--- config.mk ---
export PLATFORM = sky130hd
export DESIGN_NAME = mem_swap_arb_flat
export DESIGN_NICKNAME = d
export VERILOG_FILES = /design/src/rtl/mem_swap_arb_if.sv /design/src/rtl/mem_swap_arb.sv /design/src/flat_wrapper.sv
export SDC_FILE = /design/constraint.sdc
export NUM_CORES = 1
export LEC_CHECK = 0
export ABC_AREA = 1
export CAP_MARGIN = 20
export CORE_AREA = 2 2 197 199
export DETAILED_ROUTE_END_ITERATION = 7
export DIE_AREA = 0 0 199 201
export PLACE_DENSITY = 0.6
export SLEW_MARGIN = 20
export SYNTH_ARGS = -nofsm -noshare
export SYNTH_HDL_FRONTEND = slang
export SYNTH_HIERARCHICAL = 1
export SYNTH_SLANG_ARGS = --single-unit
--- constraint.sdc ---
create_clock -name clock -period 2.45 [get_ports clock]
set_clock_uncertainty 0.15 [all_clocks]
set_input_delay 0.49 -clock clock [delete_from_list [all_inputs] [get_ports clock]]
set_output_delay 0.49 -clock clock [all_outputs]
set_load 0.02 [all_outputs]
--- src/rtl/mem_swap_arb_if.sv ---
// Bus bundle between the two requesting masters, the arbiter and the swap memory's W0/R0 ports.
// Lane i of every packed array belongs to master i.
interface mem_swap_arb_if #(
  parameter int NUM_LANES  = 2,
  parameter int ADDR_WIDTH = 20,
  parameter int DATA_WIDTH = 64,
  parameter int MASK_WIDTH = DATA_WIDTH / 8
);
  logic [NUM_LANES-1:0]                 req_valid;
  logic [NUM_LANES-1:0]                 req_ready;
  logic [NUM_LANES-1:0]                 req_write;
  logic [NUM_LANES-1:0][ADDR_WIDTH-1:0] req_addr;
  logic [NUM_LANES-1:0][DATA_WIDTH-1:0] req_data;
  logic [NUM_LANES-1:0][MASK_WIDTH-1:0] req_mask;

  logic [NUM_LANES-1:0]                 resp_valid;
  logic [NUM_LANES-1:0]                 resp_ready;
  logic [NUM_LANES-1:0][DATA_WIDTH-1:0] resp_data;
  logic [NUM_LANES-1:0]                 resp_write;

  logic                  mem_w_en;
  logic [ADDR_WIDTH-1:0] mem_w_addr;
  logic [DATA_WIDTH-1:0] mem_w_data;
  logic [MASK_WIDTH-1:0] mem_w_mask;
  logic                  mem_r_en;
  logic [ADDR_WIDTH-1:0] mem_r_addr;
  logic [DATA_WIDTH-1:0] mem_r_data;

  // Arbiter side
  modport slave (
    input  req_valid, req_write, req_addr, req_data, req_mask, resp_ready, mem_r_data,
    output req_ready, resp_valid, resp_data, resp_write,
           mem_w_en, mem_w_addr, mem_w_data, mem_w_mask, mem_r_en, mem_r_addr
  );

  // Requester / memory-model side
  modport master (
    output req_valid, req_write, req_addr, req_data, req_mask, resp_ready, mem_r_data,
    input  req_ready, resp_valid, resp_data, resp_write,
           mem_w_en, mem_w_addr, mem_w_data, mem_w_mask, mem_r_en, mem_r_addr
  );
endinterface

--- src/rtl/mem_swap_arb.sv ---
// Two-master round-robin arbiter in front of the single-W/single-R swap memory, with a skid slot per master.
// Define MEM_SWAP_ARB_FIXED_PRIO_EN to make master 0 always preferred (prio register removed).

// Per-master response slot: tracks the in-flight op and parks its result while resp_ready is low.
module mem_swap_arb_slot #(
  parameter int DATA_WIDTH = 64
) (
  input  logic                  clock,
  input  logic                  reset,
  input  logic                  grant,
  input  logic                  grant_write,
  input  logic [DATA_WIDTH-1:0] rd_data,
  input  logic                  resp_ready,
  output logic                  elig,
  output logic                  resp_valid,
  output logic [DATA_WIDTH-1:0] resp_data,
  output logic                  resp_write
);
  logic                  pending;
  logic                  kind;
  logic                  held;
  logic [DATA_WIDTH-1:0] hold;
  logic [DATA_WIDTH-1:0] live;

  // mem_r_data is only meaningful in the first cycle after the read, hence the hold copy.
  assign live       = kind ? '0 : rd_data;
  assign resp_valid = pending;
  assign resp_write = pending & kind;
  assign resp_data  = !pending ? '0 : (held ? hold : live);
  assign elig       = !pending | resp_ready;

  always_ff @(posedge clock or posedge reset) begin
    if (reset) begin
      pending <= 1'b0;
      kind    <= 1'b0;
      held    <= 1'b0;
      hold    <= '0;
    end else if (grant) begin
      // grant implies eligible, so any previous response is being consumed now
      pending <= 1'b1;
      kind    <= grant_write;
      held    <= 1'b0;
    end else if (pending && resp_ready) begin
      pending <= 1'b0;
      held    <= 1'b0;
    end else if (pending && !held) begin
      held <= 1'b1;
      hold <= live;
    end
  end
endmodule

module mem_swap_arb #(
  parameter int ADDR_WIDTH = 20,
  parameter int DATA_WIDTH = 64,
  parameter int MASK_WIDTH = DATA_WIDTH / 8
) (
  input logic          clock,
  input logic          reset,
  mem_swap_arb_if.slave bus
);
  localparam int NUM_LANES = 2;

  typedef struct packed {
    logic                  write;
    logic [ADDR_WIDTH-1:0] addr;
    logic [DATA_WIDTH-1:0] data;
    logic [MASK_WIDTH-1:0] mask;
  } req_t;

  req_t [NUM_LANES-1:0]                 req;
  req_t                                 gnt_req;
  logic [NUM_LANES-1:0]                 elig;
  logic [NUM_LANES-1:0]                 cand;
  logic [NUM_LANES-1:0]                 gnt;
  logic [NUM_LANES-1:0]                 gnt_write;
  logic [NUM_LANES-1:0]                 resp_ready;
  logic [NUM_LANES-1:0]                 resp_valid;
  logic [NUM_LANES-1:0]                 resp_write;
  logic [NUM_LANES-1:0][DATA_WIDTH-1:0] resp_data;
  logic [DATA_WIDTH-1:0]                rd_data;

  for (genvar i = 0; i < NUM_LANES; i++) begin : g_req
    assign req[i]       = {bus.req_write[i], bus.req_addr[i], bus.req_data[i], bus.req_mask[i]};
    assign cand[i]      = bus.req_valid[i] & elig[i];
    assign gnt_write[i] = req[i].write;
  end

`ifdef MEM_SWAP_ARB_FIXED_PRIO_EN
  always_comb begin
    gnt    = '0;
    gnt[0] = cand[0];
    gnt[1] = cand[1] & ~cand[0];
  end
`else
  logic prio;

  always_comb begin
    gnt = '0;
    if (cand[prio])       gnt[prio]  = 1'b1;
    else if (cand[~prio]) gnt[~prio] = 1'b1;
  end

  // Winner drops to lowest priority; idle cycles keep the current order.
  always_ff @(posedge clock or posedge reset) begin
    if (reset)      prio <= 1'b0;
    else if (|gnt)  prio <= gnt[0];
  end
`endif

  assign bus.req_ready = gnt;

  always_comb begin
    gnt_req        = gnt[1] ? req[1] : req[0];
    bus.mem_w_en   = 1'b0;
    bus.mem_w_addr = '0;
    bus.mem_w_data = '0;
    bus.mem_w_mask = '0;
    bus.mem_r_en   = 1'b0;
    bus.mem_r_addr = '0;
    if (|gnt) begin
      if (gnt_req.write) begin
        bus.mem_w_en   = 1'b1;
        bus.mem_w_addr = gnt_req.addr;
        bus.mem_w_data = gnt_req.data;
        bus.mem_w_mask = gnt_req.mask;
      end else begin
        bus.mem_r_en   = 1'b1;
        bus.mem_r_addr = gnt_req.addr;
      end
    end
  end

  assign rd_data    = bus.mem_r_data;
  assign resp_ready = bus.resp_ready;

  mem_swap_arb_slot #(.DATA_WIDTH(DATA_WIDTH)) u_slot [NUM_LANES-1:0] (
    .clock      (clock),
    .reset      (reset),
    .grant      (gnt),
    .grant_write(gnt_write),
    .rd_data    (rd_data),
    .resp_ready (resp_ready),
    .elig       (elig),
    .resp_valid (resp_valid),
    .resp_data  (resp_data),
    .resp_write (resp_write)
  );

  assign bus.resp_valid = resp_valid;
  assign bus.resp_data  = resp_data;
  assign bus.resp_write = resp_write;
endmodule

--- src/flat_wrapper.sv ---
// flat-port wrapper written by rule: the top's interface ports become plain ports
module mem_swap_arb_flat 
#(
  parameter int ADDR_WIDTH = 20,
  parameter int DATA_WIDTH = 64,
  parameter int MASK_WIDTH = DATA_WIDTH / 8
)
  (clock, reset, bus_req_valid, bus_req_write, bus_req_addr, bus_req_data, bus_req_mask, bus_resp_ready, bus_mem_r_data, bus_req_ready, bus_resp_valid, bus_resp_data, bus_resp_write, bus_mem_w_en, bus_mem_w_addr, bus_mem_w_data, bus_mem_w_mask, bus_mem_r_en, bus_mem_r_addr);
  mem_swap_arb_if #(.NUM_LANES(2), .ADDR_WIDTH(ADDR_WIDTH), .DATA_WIDTH(DATA_WIDTH), .MASK_WIDTH(MASK_WIDTH)) bus_i ();
  input logic clock;
  input logic reset;
  input wire logic [$bits(bus_i.req_valid)-1:0] bus_req_valid;
  input wire logic [$bits(bus_i.req_write)-1:0] bus_req_write;
  input wire logic [$bits(bus_i.req_addr)-1:0] bus_req_addr;
  input wire logic [$bits(bus_i.req_data)-1:0] bus_req_data;
  input wire logic [$bits(bus_i.req_mask)-1:0] bus_req_mask;
  input wire logic [$bits(bus_i.resp_ready)-1:0] bus_resp_ready;
  input wire logic [$bits(bus_i.mem_r_data)-1:0] bus_mem_r_data;
  output wire logic [$bits(bus_i.req_ready)-1:0] bus_req_ready;
  output wire logic [$bits(bus_i.resp_valid)-1:0] bus_resp_valid;
  output wire logic [$bits(bus_i.resp_data)-1:0] bus_resp_data;
  output wire logic [$bits(bus_i.resp_write)-1:0] bus_resp_write;
  output wire logic [$bits(bus_i.mem_w_en)-1:0] bus_mem_w_en;
  output wire logic [$bits(bus_i.mem_w_addr)-1:0] bus_mem_w_addr;
  output wire logic [$bits(bus_i.mem_w_data)-1:0] bus_mem_w_data;
  output wire logic [$bits(bus_i.mem_w_mask)-1:0] bus_mem_w_mask;
  output wire logic [$bits(bus_i.mem_r_en)-1:0] bus_mem_r_en;
  output wire logic [$bits(bus_i.mem_r_addr)-1:0] bus_mem_r_addr;
  assign bus_i.req_valid = bus_req_valid;
  assign bus_i.req_write = bus_req_write;
  assign bus_i.req_addr = bus_req_addr;
  assign bus_i.req_data = bus_req_data;
  assign bus_i.req_mask = bus_req_mask;
  assign bus_i.resp_ready = bus_resp_ready;
  assign bus_i.mem_r_data = bus_mem_r_data;
  assign bus_req_ready = bus_i.req_ready;
  assign bus_resp_valid = bus_i.resp_valid;
  assign bus_resp_data = bus_i.resp_data;
  assign bus_resp_write = bus_i.resp_write;
  assign bus_mem_w_en = bus_i.mem_w_en;
  assign bus_mem_w_addr = bus_i.mem_w_addr;
  assign bus_mem_w_data = bus_i.mem_w_data;
  assign bus_mem_w_mask = bus_i.mem_w_mask;
  assign bus_mem_r_en = bus_i.mem_r_en;
  assign bus_mem_r_addr = bus_i.mem_r_addr;
  mem_swap_arb #(.ADDR_WIDTH(ADDR_WIDTH), .DATA_WIDTH(DATA_WIDTH), .MASK_WIDTH(MASK_WIDTH)) u_core (.clock(clock), .reset(reset), .bus(bus_i));
endmodule
==> After elaboration in Yosys (flattened, before gate mapping) <==
Cells that the tools add are included.
{ "op_classes": {"n_reduce_logical": 17, "n_mux": 39, "n_lt_le_gt_ge": 4, "bitwise_logic": 11} }
{ "op_table": {"columns": ["operator", "count"], "rows": [
  ["$mux 64", 8],
  ["$mux 93", 1],
  ["$mux 20", 4],
  ["$mux 1", 20],
  ["$mux 8", 2],
  ["$logic_and 1x1->1", 6],
  ["$reduce_and 3->1", 2],
  ["$reduce_bool 3->1", 2],
  ["$not 1->1", 5],
  ["$and 1x1->1", 4],
  ["$logic_not 1->1", 4],
  ["$lt 1x2->1 const B", 2],
  ["$mux 2", 2],
  ["$reduce_bool 2->1", 2],
  ["$demux 1 s1", 2],
  ["$ge 1x1->1 const B", 2],
  ["$or 1x1->1", 2],
  ["$reduce_or 2->1", 1]
]} }
{ "totals": {"ff_bits": 135, "out_inout_bits": 248, "inputBits": 256, "word_cells": 80} }

==> Logic depth before layout (Yosys ltp) <==
Gate-level depths: netlist (run 1).
{ "logic_depth": {"ltp_word": 10, "depth_mapped": 12, "ltp_nobuf": 10} }

==> Hierarchy <==
The synthesis (run 1) kept the hierarchy.
{ "by_module_without_submodules": {"columns": ["module", "instances", "area_each_um2", "seq_area_each_um2", "cells_each"], "rows": [
  ["mem_swap_arb_slot", 2, 4100.2, 1676.6, 643],
  ["mem_swap_arb", 1, 2222.1, 25.0, 523]
]} }

==> Worst setup path before layout (run 1) <==
Ideal clock, no wire load.
{ "synth_path": {"path_type": "reg2out", "startpoint": "register u_core.u_slot[1].pending", "endpoint": "output port bus_mem_w_addr[0]", "path_buffers": 3, "required_ns": 1.810, "setup_slack_ns": 0.095, "t_arrival_ns": 1.715, "path_stages_with_launch": 11, "path_cell_list": "dfrtp_1 -> buf_6 -> nand2_1 -> nand2_1 -> inv_2 -> nand2_4 -> nand2_1 -> nand3_2 -> buf_6 -> buf_2 -> nor2_1"} }
{ "synth_via": {"elab_chain_cells": 10, "word_cells_on_any_way": 13, "cone_classes": "mux (9); bitwise (2); reduce/logical (2)"} }
{ "synth_lines": {"columns": ["element", "line_no", "source"], "rows": [
  ["start, declared", "mem_swap_arb.sv:19", "logic pending;"],
  ["start signal, assigned", "mem_swap_arb.sv:34", "pending <= 1'b0;"],
  ["start signal, assigned", "mem_swap_arb.sv:40", "pending <= 1'b1;"],
  ["start signal, assigned", "mem_swap_arb.sv:44", "pending <= 1'b0;"],
  ["$logic_not 1->1 (*)", "mem_swap_arb.sv:30", "assign elig = !pending | resp_ready;"],
  ["$or 1x1->1 (*)", "mem_swap_arb.sv:30", null],
  ["named net u_core.elig[1]", "mem_swap_arb.sv:73", "logic [NUM_LANES-1:0] elig;"],
  ["$and 1x1->1 (*)", "mem_swap_arb.sv:85", "assign cand[i] = bus.req_valid[i] & elig[i];"],
  ["$mux 1 (implied by the code) (2 in a row)", "mem_swap_arb.sv:101", "else if (cand[~prio]) gnt[~prio] = 1'b1;"],
  ["$mux 2", "mem_swap_arb.sv:101", null],
  ["$mux 2 (*)", "mem_swap_arb.sv:100", "if (cand[prio]) gnt[prio] = 1'b1;"],
  ["$mux 93", "mem_swap_arb.sv:114", "gnt_req = gnt[1] ? req[1] : req[0];"],
  ["$mux 20", "mem_swap_arb.sv:122", "if (gnt_req.write) begin"],
  ["$mux 20 (*)", "mem_swap_arb.sv:121", "if (|gnt) begin"],
  ["end, declared", "flat_wrapper.sv:24", "output wire logic [$bits(bus_i.mem_w_addr)-1:0] bus_mem_w_addr;"]
]} }
Mark *: on every way through the listed nets, which the timed path passes. The rest lies on a longest branch. The select of a mux whose other input is x is not followed.

==> Final worst setup path (run 1) <==
{ "layout_path": {"startpoint": "register u_core.u_slot[0].pending", "endpoint": "output port bus_mem_w_data[33]"} }
{ "layout_via": {"elab_chain_cells": 10, "word_cells_on_any_way": 13, "cone_classes": "mux (9); bitwise (2); reduce/logical (2)"} }
{ "layout_lines": {"columns": ["element", "line_no", "source"], "rows": [
  ["start, declared", "mem_swap_arb.sv:19", null],
  ["start signal, assigned", "mem_swap_arb.sv:34", null],
  ["start signal, assigned", "mem_swap_arb.sv:40", null],
  ["start signal, assigned", "mem_swap_arb.sv:44", null],
  ["$logic_not 1->1 (*)", "mem_swap_arb.sv:30", null],
  ["$or 1x1->1 (*)", "mem_swap_arb.sv:30", null],
  ["named net u_core.elig[0]", "mem_swap_arb.sv:73", null],
  ["$and 1x1->1 (*)", "mem_swap_arb.sv:85", null],
  ["$mux 1 (implied by the code) (2 in a row)", "mem_swap_arb.sv:101", null],
  ["$mux 2", "mem_swap_arb.sv:101", null],
  ["$mux 2 (*)", "mem_swap_arb.sv:100", null],
  ["$mux 93", "mem_swap_arb.sv:114", null],
  ["$mux 64", "mem_swap_arb.sv:122", null],
  ["$mux 64 (*)", "mem_swap_arb.sv:121", null],
  ["end, declared", "flat_wrapper.sv:25", "output wire logic [$bits(bus_i.mem_w_data)-1:0] bus_mem_w_data;"]
]} }
Marked as above.

==> out/results.tsv, run 1 <==
stage	metric	value	unit
synthesis	synth_top_cell_by_area	dfrtp_1	
detailed_routing	totalWireLength	55500	um
synthesis	synth.cells.most_frequent	nor2_1 (496), nand2_1 (439), inv_1 (235)	
synthesis	avgSynthCellArea	5.76	um^2
clock_network	cts_made_buffers	17	
synthesis	netlist_instances	1809	
synthesis	synth.top_cell.area_share	32.4	%
detailed_routing	drt-initial-drc-count	1087	
timing	post-route-worst-setup-slack	-0.325	ns
timing	worst_pin_slew	0.352	ns
synthesis	synth-adder-area-share	0	%
timing	rsz0062_at_grt	yes	
global_route	grt_pass1_wl	77900	um
detailed_routing	ant_nets	0	
final_layout	utilization	52.7	%
synthesis	synth_top_family_by_area	simple AND/OR/NAND/NOR gates	
detailed_routing	top_layer_used	met5	
placed_design	finalWeightedCongestion	0.958	
timing	finalWorstPathRequiredPeriod	2.77	ns
die	ios	504	
final_layout	drive_above_1_share	30.6	%
detailed_routing	wl_met2	27400	um
final_layout	fill_cells	3685	
timing	period_share	113	%
power_and_ir_drop	ir_worst_vdd	0.522	mV
detailed_routing	wirelength_met1	21600	um
worst_setup_path	cp.required	1.81	ns
detailed_routing	vias_per_cell	4.72	
worst_setup_path	crit_arrival	2.13	ns
global_route	grt_usage	25.3	%
worst_hold_path	hp-class	input port to asynchronous set/reset pin	
die	rows	72	
global_route	grt_pass1_vias	13400	
power_and_ir_drop	p_leak	10.9	nW
power_and_ir_drop	pwr_density_cell	736	nW/um^2
synthesis	synth.distinct_cells	19	
detailed_routing	dr_wl_met3	4170	um
synthesis	synthesis.nets	2065	
timing	hold_violations	0	
clock_network	root_buffer	clkbuf_16	
synthesis	yosys-mux-area-fraction	0	%
synthesis	synth-simple-area-share	44.1	%
clock_network	clkTransAtPathRegs	0.06	ns
clock_network	cts.sinks	135	
timing	fmax	360	MHz
final_layout	fin_area	20100	um^2
global_route	grt_max_degree	59	
status	status	complete, but fails checks	
worst_setup_path	path_max_fanout	25	
timing	relSlewSlack	76.5	%
synthesis	synth_compound_area_share	7.32	%
status	violations	negative setup slack	
die	die_h	201	um
clock_network	cts_tree	done	
synthesis	syn-cell-area	10400	um^2
clock_network	htreeDepth	4	
final_layout	area.growth.synth_to_final	92.6	%
final_layout	finalNetCount	2694	
synthesis	synth_xor_xnor_area_share	0	%
synthesis	synth_edf_count	0	
die	die-area	40000	um^2
clock_network	postCtsHoldBufs	0	
synthesis	ys_seq_area_share	32.4	%
synthesis	yosys_register_bits	135	
worst_setup_path	crit_path_end_kind	output pin	
clock_network	clockBufferDepth	2	
placed_design	dpl.hpwl	36700	um
die	initial_utilization	27.4	%
detailed_routing	drt_pass1_iterations	6	
worst_setup_path	path_class	register to output pin	
clock_network	clkLatencyLatePin	0.43	ns
die	core_area	38100	um^2
synthesis	synth_warnings	6	
timing	slew_viol_final	0	
job	drv_cap	0	
detailed_routing	wl_per_cell	18.7	um
detailed_routing	vias	14000	
detailed_routing	drc	0	
synthesis	postSynth.asyncResetShare	100	%
placed_design	io_buffers	503	
synthesis	yosysMostFrequentCell	nor2_1	
timing	setup_viol	170	
global_route	antenna_found_initial	7	
global_route	overflow	0	
die	die_x	199	um
synthesis	synthTopCellsByArea	dfrtp_1 (32%), nor2_1 (18%), nand2_1 (16%)	
synthesis	synthFlopType	dfrtp_1	
placed_design	placed_area	17300	um^2
worst_setup_path	start_kind	register	
path summary, 6_finish.rpt:
kind	from	to	slack [ns]	depth (start not counted)
max in group asynchronous	reset	u_core/u_slot[1]/hold[44]	1.29	3
worst max-delay path	u_core/u_slot[0]/resp_valid	bus_mem_w_data[33]	-0.32	11
worst min-delay path	reset	u_core/prio	0.18	2
worst min register to register	u_core/u_slot[0]/hold[24]	u_core/u_slot[0]/hold[24]	0.31	2
worst max register to register	u_core/u_slot[0]/resp_valid	u_core/u_slot[1]/hold[43]	-0.05	15
min in group clock	u_core/u_slot[0]/hold[24]	u_core/u_slot[0]/hold[24]	0.31	2
cells by family (layout without fill, tap and decap cells):
kind of cell           count (synthesis)  count (layout)
and+or+nand+nor                     1147            1148
other                                  0               6
DFF                                  135             135
AOI/OAI and AO/OA                    152             152
buffers and inverters                375            1015
report_power, final:
part | total (W) | switching (W) | internal, W
registers | 0.00358 | 0.000452 | 0.00313
logic | 0.00873 | 0.00493 | 0.00380
clock network | 0.00246 | 0.000991 | 0.00146
total | 0.0148 | 0.00637 | 0.00840
final cells by class:
cell class                 count  area [um^2]  share of cell area (%)
clock inverter                 8         73.8                   0.368
inverter                     241          922                    4.59
multi-input combinational   1300         6530                    32.5
clock buffer                  23          478                    2.38
timing repair buffer         743         8020                    40.0
sequential                   135         3390                    16.9
tap                          518          648                    3.23
antenna                        6         15.0                  0.0748
what timing repair did:
action                                  in CTS  in global routing
endpoints found under the hold margin        0                  0
setup buffers                               10                 16
cloned                                      11                 17
endpoints found under the setup margin     247                224
gates resized for setup                    765                512
pin swaps                                   11                 65
flip-flops by register name, summed over array words and instances, names as in the netlist:
register	count
u_core/u_slot/held	2
u_core/u_slot/kind	2
u_core/u_slot/resp_valid	2
u_core/prio	1
u_core/u_slot/hold	128
through the flow:
step	power, W	TNS, ns	hold slack (ns)	worst slack, ns	std cells
after floorplan	0.00745	0	0.0687	0.0953	1809
after global placement	0.0111	-140.94	0.297	-1.03	2889
after detailed placement	0.0112	-145.01	0.303	-1.01	2889
after CTS	0.0140	-43.28	0.171	-0.368	2941
after global routing	0.0157	-40.64	0.183	-0.429	2974
final	0.0148	-28.14	0.178	-0.325	2974
critical path, stage by stage, from the launching register on:
cell and delay, ns:
dfrtp_2 0.43, nand2_4 0.08, nand3_4 0.16, buf_6 0.17, buf_12 0.15, buf_12 0.15
nand3_1 0.09, nand2_1 0.08, inv_1 0.10, nor2_4 0.04, buf_6 0.12, buf_12 0.13
metal layers:
| layer | global-route usage (%) | vias up |
|---|---|---|
| li1 | - | 6727 |
| met1 | 30.5 | 6605 |
| met2 | 43.2 | 607 |
| met3 | 5.53 | 101 |
| met4 | 11.0 | 2 |
| met5 | 0 | - |
cell usage in the layout, fill, tap and decap left out, types with 6 or more instances in the layout:
master	count
nor2_2	56
o21ai_2	15
dfrtp_2	6
dlymetal6s2s_1	41
buf_4	190
diode_2	6
dlygate4sd2_1	9
nand2_2	39
clkdlybuf4s50_1	251
clkbuf_2	24
nor2_1	370
nand2_4	11
buf_8	7
nand3_4	6
buf_6	96
nand3_1	175
nand3_2	24
clkdlybuf4s15_2	22
buf_2	15
buf_16	6
dfrtp_1	129
nor2_4	74
nand2_1	392
o21ai_0	103
inv_2	40
buf_12	63
clkbuf_16	32
o21ai_1	26
inv_1	195
clkinv_2	6
Power figures use the tool's default switching activity.
==> inputs of run 2 (changes only) <==
MAX_ROUTING_LAYER = met4   (was default)
PLACE_DENSITY = 0.68   (was 0.6)
==> run 2 against run 1 <==
The flow still finishes with violations (negative setup slack). Sequential power hardly changed. Cell area is 4.3% higher. Routed wire length is 3.9% higher. Critical path type unchanged.
==> out/results.tsv, run 2 (synthesized netlist as in run 1, its figures left out) <==
stage	metric	value	unit
final_layout	drive_above_1_share	33.0	%
clock_network	cts_tree	done	
clock_network	clkLatencyLatePin	0.43	ns
final_layout	layout_commonest_cell	nor2_1	
clock_network	htreeDepth	4	
global_route	grt_max_degree	68	
final_layout	mostFrequentLayoutCells	nor2_1 (375), nand2_1 (366), clkdlybuf4s50_1 (251), buf_4 (193), inv_1 (192)	
final_layout	multi_input_area	6800	um^2
timing	post-route-worst-setup-slack	-0.408	ns
worst_setup_path	path_buf_inv	6	
timing	holdWs	0.169	ns
power_and_ir_drop	pwr-share-clk	18.7	%
placed_design	dp_slack	-0.975	ns
power_and_ir_drop	pwr-share-seq	23.1	%
worst_hold_path	hp-class	input port to asynchronous set/reset pin	
timing	hold_violations	0	
worst_setup_path	path_class	register to output pin	
die	die_h	201	um
final_layout	area.growth.synth_to_final	101	%
global_route	grt_pass1_wl	82700	um
power_and_ir_drop	p_leak	11.2	nW
worst_setup_path	regToRegEndpoint	u_core/u_slot[1]/hold[13]	
die	core_area	38100	um^2
placed_design	finalWeightedCongestion	0.989	
worst_setup_path	start_kind	register	
worst_setup_path	crit_arrival	2.22	ns
detailed_routing	vias	14400	
clock_network	postCtsHoldBufs	0	
timing	finalWorstPathRequiredPeriod	2.86	ns
clock_network	cts.sinks	135	
clock_network	clkTransAtPathRegs	0.06	ns
global_route	overflow	0	
detailed_routing	wl_per_cell	19.0	um
detailed_routing	drt_pass1_iterations	5	
worst_setup_path	path_cells	nand2_4, nand2_4, buf_4, buf_6, nand2_4, nand3_4, buf_12, buf_12, buf_6, nor2_2, buf_4	
status	status	complete, but fails checks	
power_and_ir_drop	ir_worst_vdd	0.530	mV
timing	worst_pin_slew	0.431	ns
die	rows	72	
power_and_ir_drop	pwr_density_cell	743	nW/um^2
final_layout	regMostFlops	u_core/u_slot/hold	
timing	slew_viol_final	0	
worst_setup_path	path_max_fanout	9	
global_route	grt_pass1_vias	14300	
global_route	antenna_found_initial	14	
power_and_ir_drop	p_sw_share	42.2	%
placed_design	io_buffers	503	
worst_setup_path	critical-path-max-stage-delay	0.44	ns
detailed_routing	ant_nets	0	
final_layout	fill_cells	3493	
clock_network	root_buffer	clkbuf_16	
detailed_routing	drt-initial-drc-count	1077	
worst_setup_path	crit_path_end_kind	output pin	
power_and_ir_drop	p_int	0.00898	W
final_layout	finalNetCount	2739	
placed_design	dpl.hpwl	37500	um
global_route	grt_usage	27.9	%
timing	fmax	350	MHz
timing	rsz0062_at_grt	yes	
worst_setup_path	rrSetupSlack	0.14	ns
clock_network	cts_made_buffers	17	
worst_setup_path	crit_path_frequent_cell	nand2_4	
worst_setup_path	crit_slowest_cell	dfrtp_2	
timing	relSlewSlack	71.2	%
worst_setup_path	cp.required	1.81	ns
clock_network	clockBufferDepth	2	
final_layout	largest_reg_flops	128	
final_layout	area.sequential	3390	um^2
die	die_x	199	um
worst_setup_path	r2r_start	u_core/u_slot[0]/resp_valid	
worst_setup_path	reg2reg_depth	14	
detailed_routing	totalWireLength	57700	um
timing	setup_viol	115	
die	initial_utilization	27.4	%
job	drv_cap	0	
die	die-area	40000	um^2
worst_setup_path	crit_family	buffers and inverters	
detailed_routing	vias_per_cell	4.77	
power_and_ir_drop	pwr-share-comb	58.1	%
status	violations	negative setup slack	
detailed_routing	drc	0	
power_and_ir_drop	power.net_switching	0.00657	W
die	ios	504	
timing	period_share	117	%
[run 2: what timing repair did]
item	4_1_cts	5_1_grt
gates resized for setup	1082	318
endpoints found under the setup margin	302	295
setup buffers	66	10
pin swaps	99	49
cloned	19	6
[run 2: metrics by stage]
| stage | utilization, % | power [W] | instance area (um^2) | cells | setup TNS (ns) |
|---|---|---|---|---|---|
| 6_report | 54.9 | 0.0155 | 20900 | 3028 | -35.00 |
| 2_1_floorplan | - | 0.00745 | 10400 | 1809 | 0 |
| 3_3_place_gp | 45.2 | 0.0110 | 17200 | 2892 | -150.53 |
| 3_5_place_dp | 45.2 | 0.0111 | 17200 | 2892 | -155.77 |
| 4_1_cts | 53.1 | 0.0152 | 20200 | 3006 | -48.36 |
| 5_1_grt | 54.9 | 0.0165 | 20900 | 3028 | -41.40 |
[run 2: worst max-delay path by stage]
stage	startpoint	cells past startpoint	endpoint
2_1_floorplan	u_core/u_slot[1]/resp_valid	10	bus_mem_w_addr[0]
3_3_place_gp	bus_resp_ready[1]	11	bus_mem_w_addr[6]
3_5_place_dp	bus_resp_ready[1]	11	bus_mem_w_addr[6]
4_1_cts	u_core/u_slot[1]/resp_valid	13	bus_mem_r_addr[19]
5_1_grt	u_core/u_slot[1]/resp_valid	11	bus_mem_w_addr[8]
6_report	u_core/u_slot[1]/resp_valid	11	bus_mem_w_addr[8]
[run 2: final cells by class]
class,count,area share [%]
flip-flops and latches,135,16.2
clock buffers,20,2.23
repair buffers,789,40.5
multi-input cells,1299,32.5
well taps,518,3.10
inverters,241,4.40
diodes,14,0.167
clock inverters,12,0.944
[run 2: power groups by stage]
| stage | Combinational (W) | Clock, W | Sequential, W |
|---|---|---|---|
| 6_report | 0.00904 | 0.00291 | 0.00360 |
| 5_1_grt | 0.00971 | 0.00306 | 0.00371 |
| 4_1_cts | 0.00863 | 0.00297 | 0.00358 |
| 3_5_place_dp | 0.00752 | 0 | 0.00361 |
| 3_3_place_gp | 0.00743 | 0 | 0.00356 |
| 2_1_floorplan | 0.00395 | 0 | 0.00349 |
[run 2: per-layer routing]
metal  global-route usage, %  part of all wire (%)  vias to the layer above
met2                    46.5                    50                      706
met3                    7.01                   8.1                      169
met4                    13.5                   4.9                        0
li1                        -                     -                     6837
met5                       -                     0                        -
met1                    31.0                    37                     6723
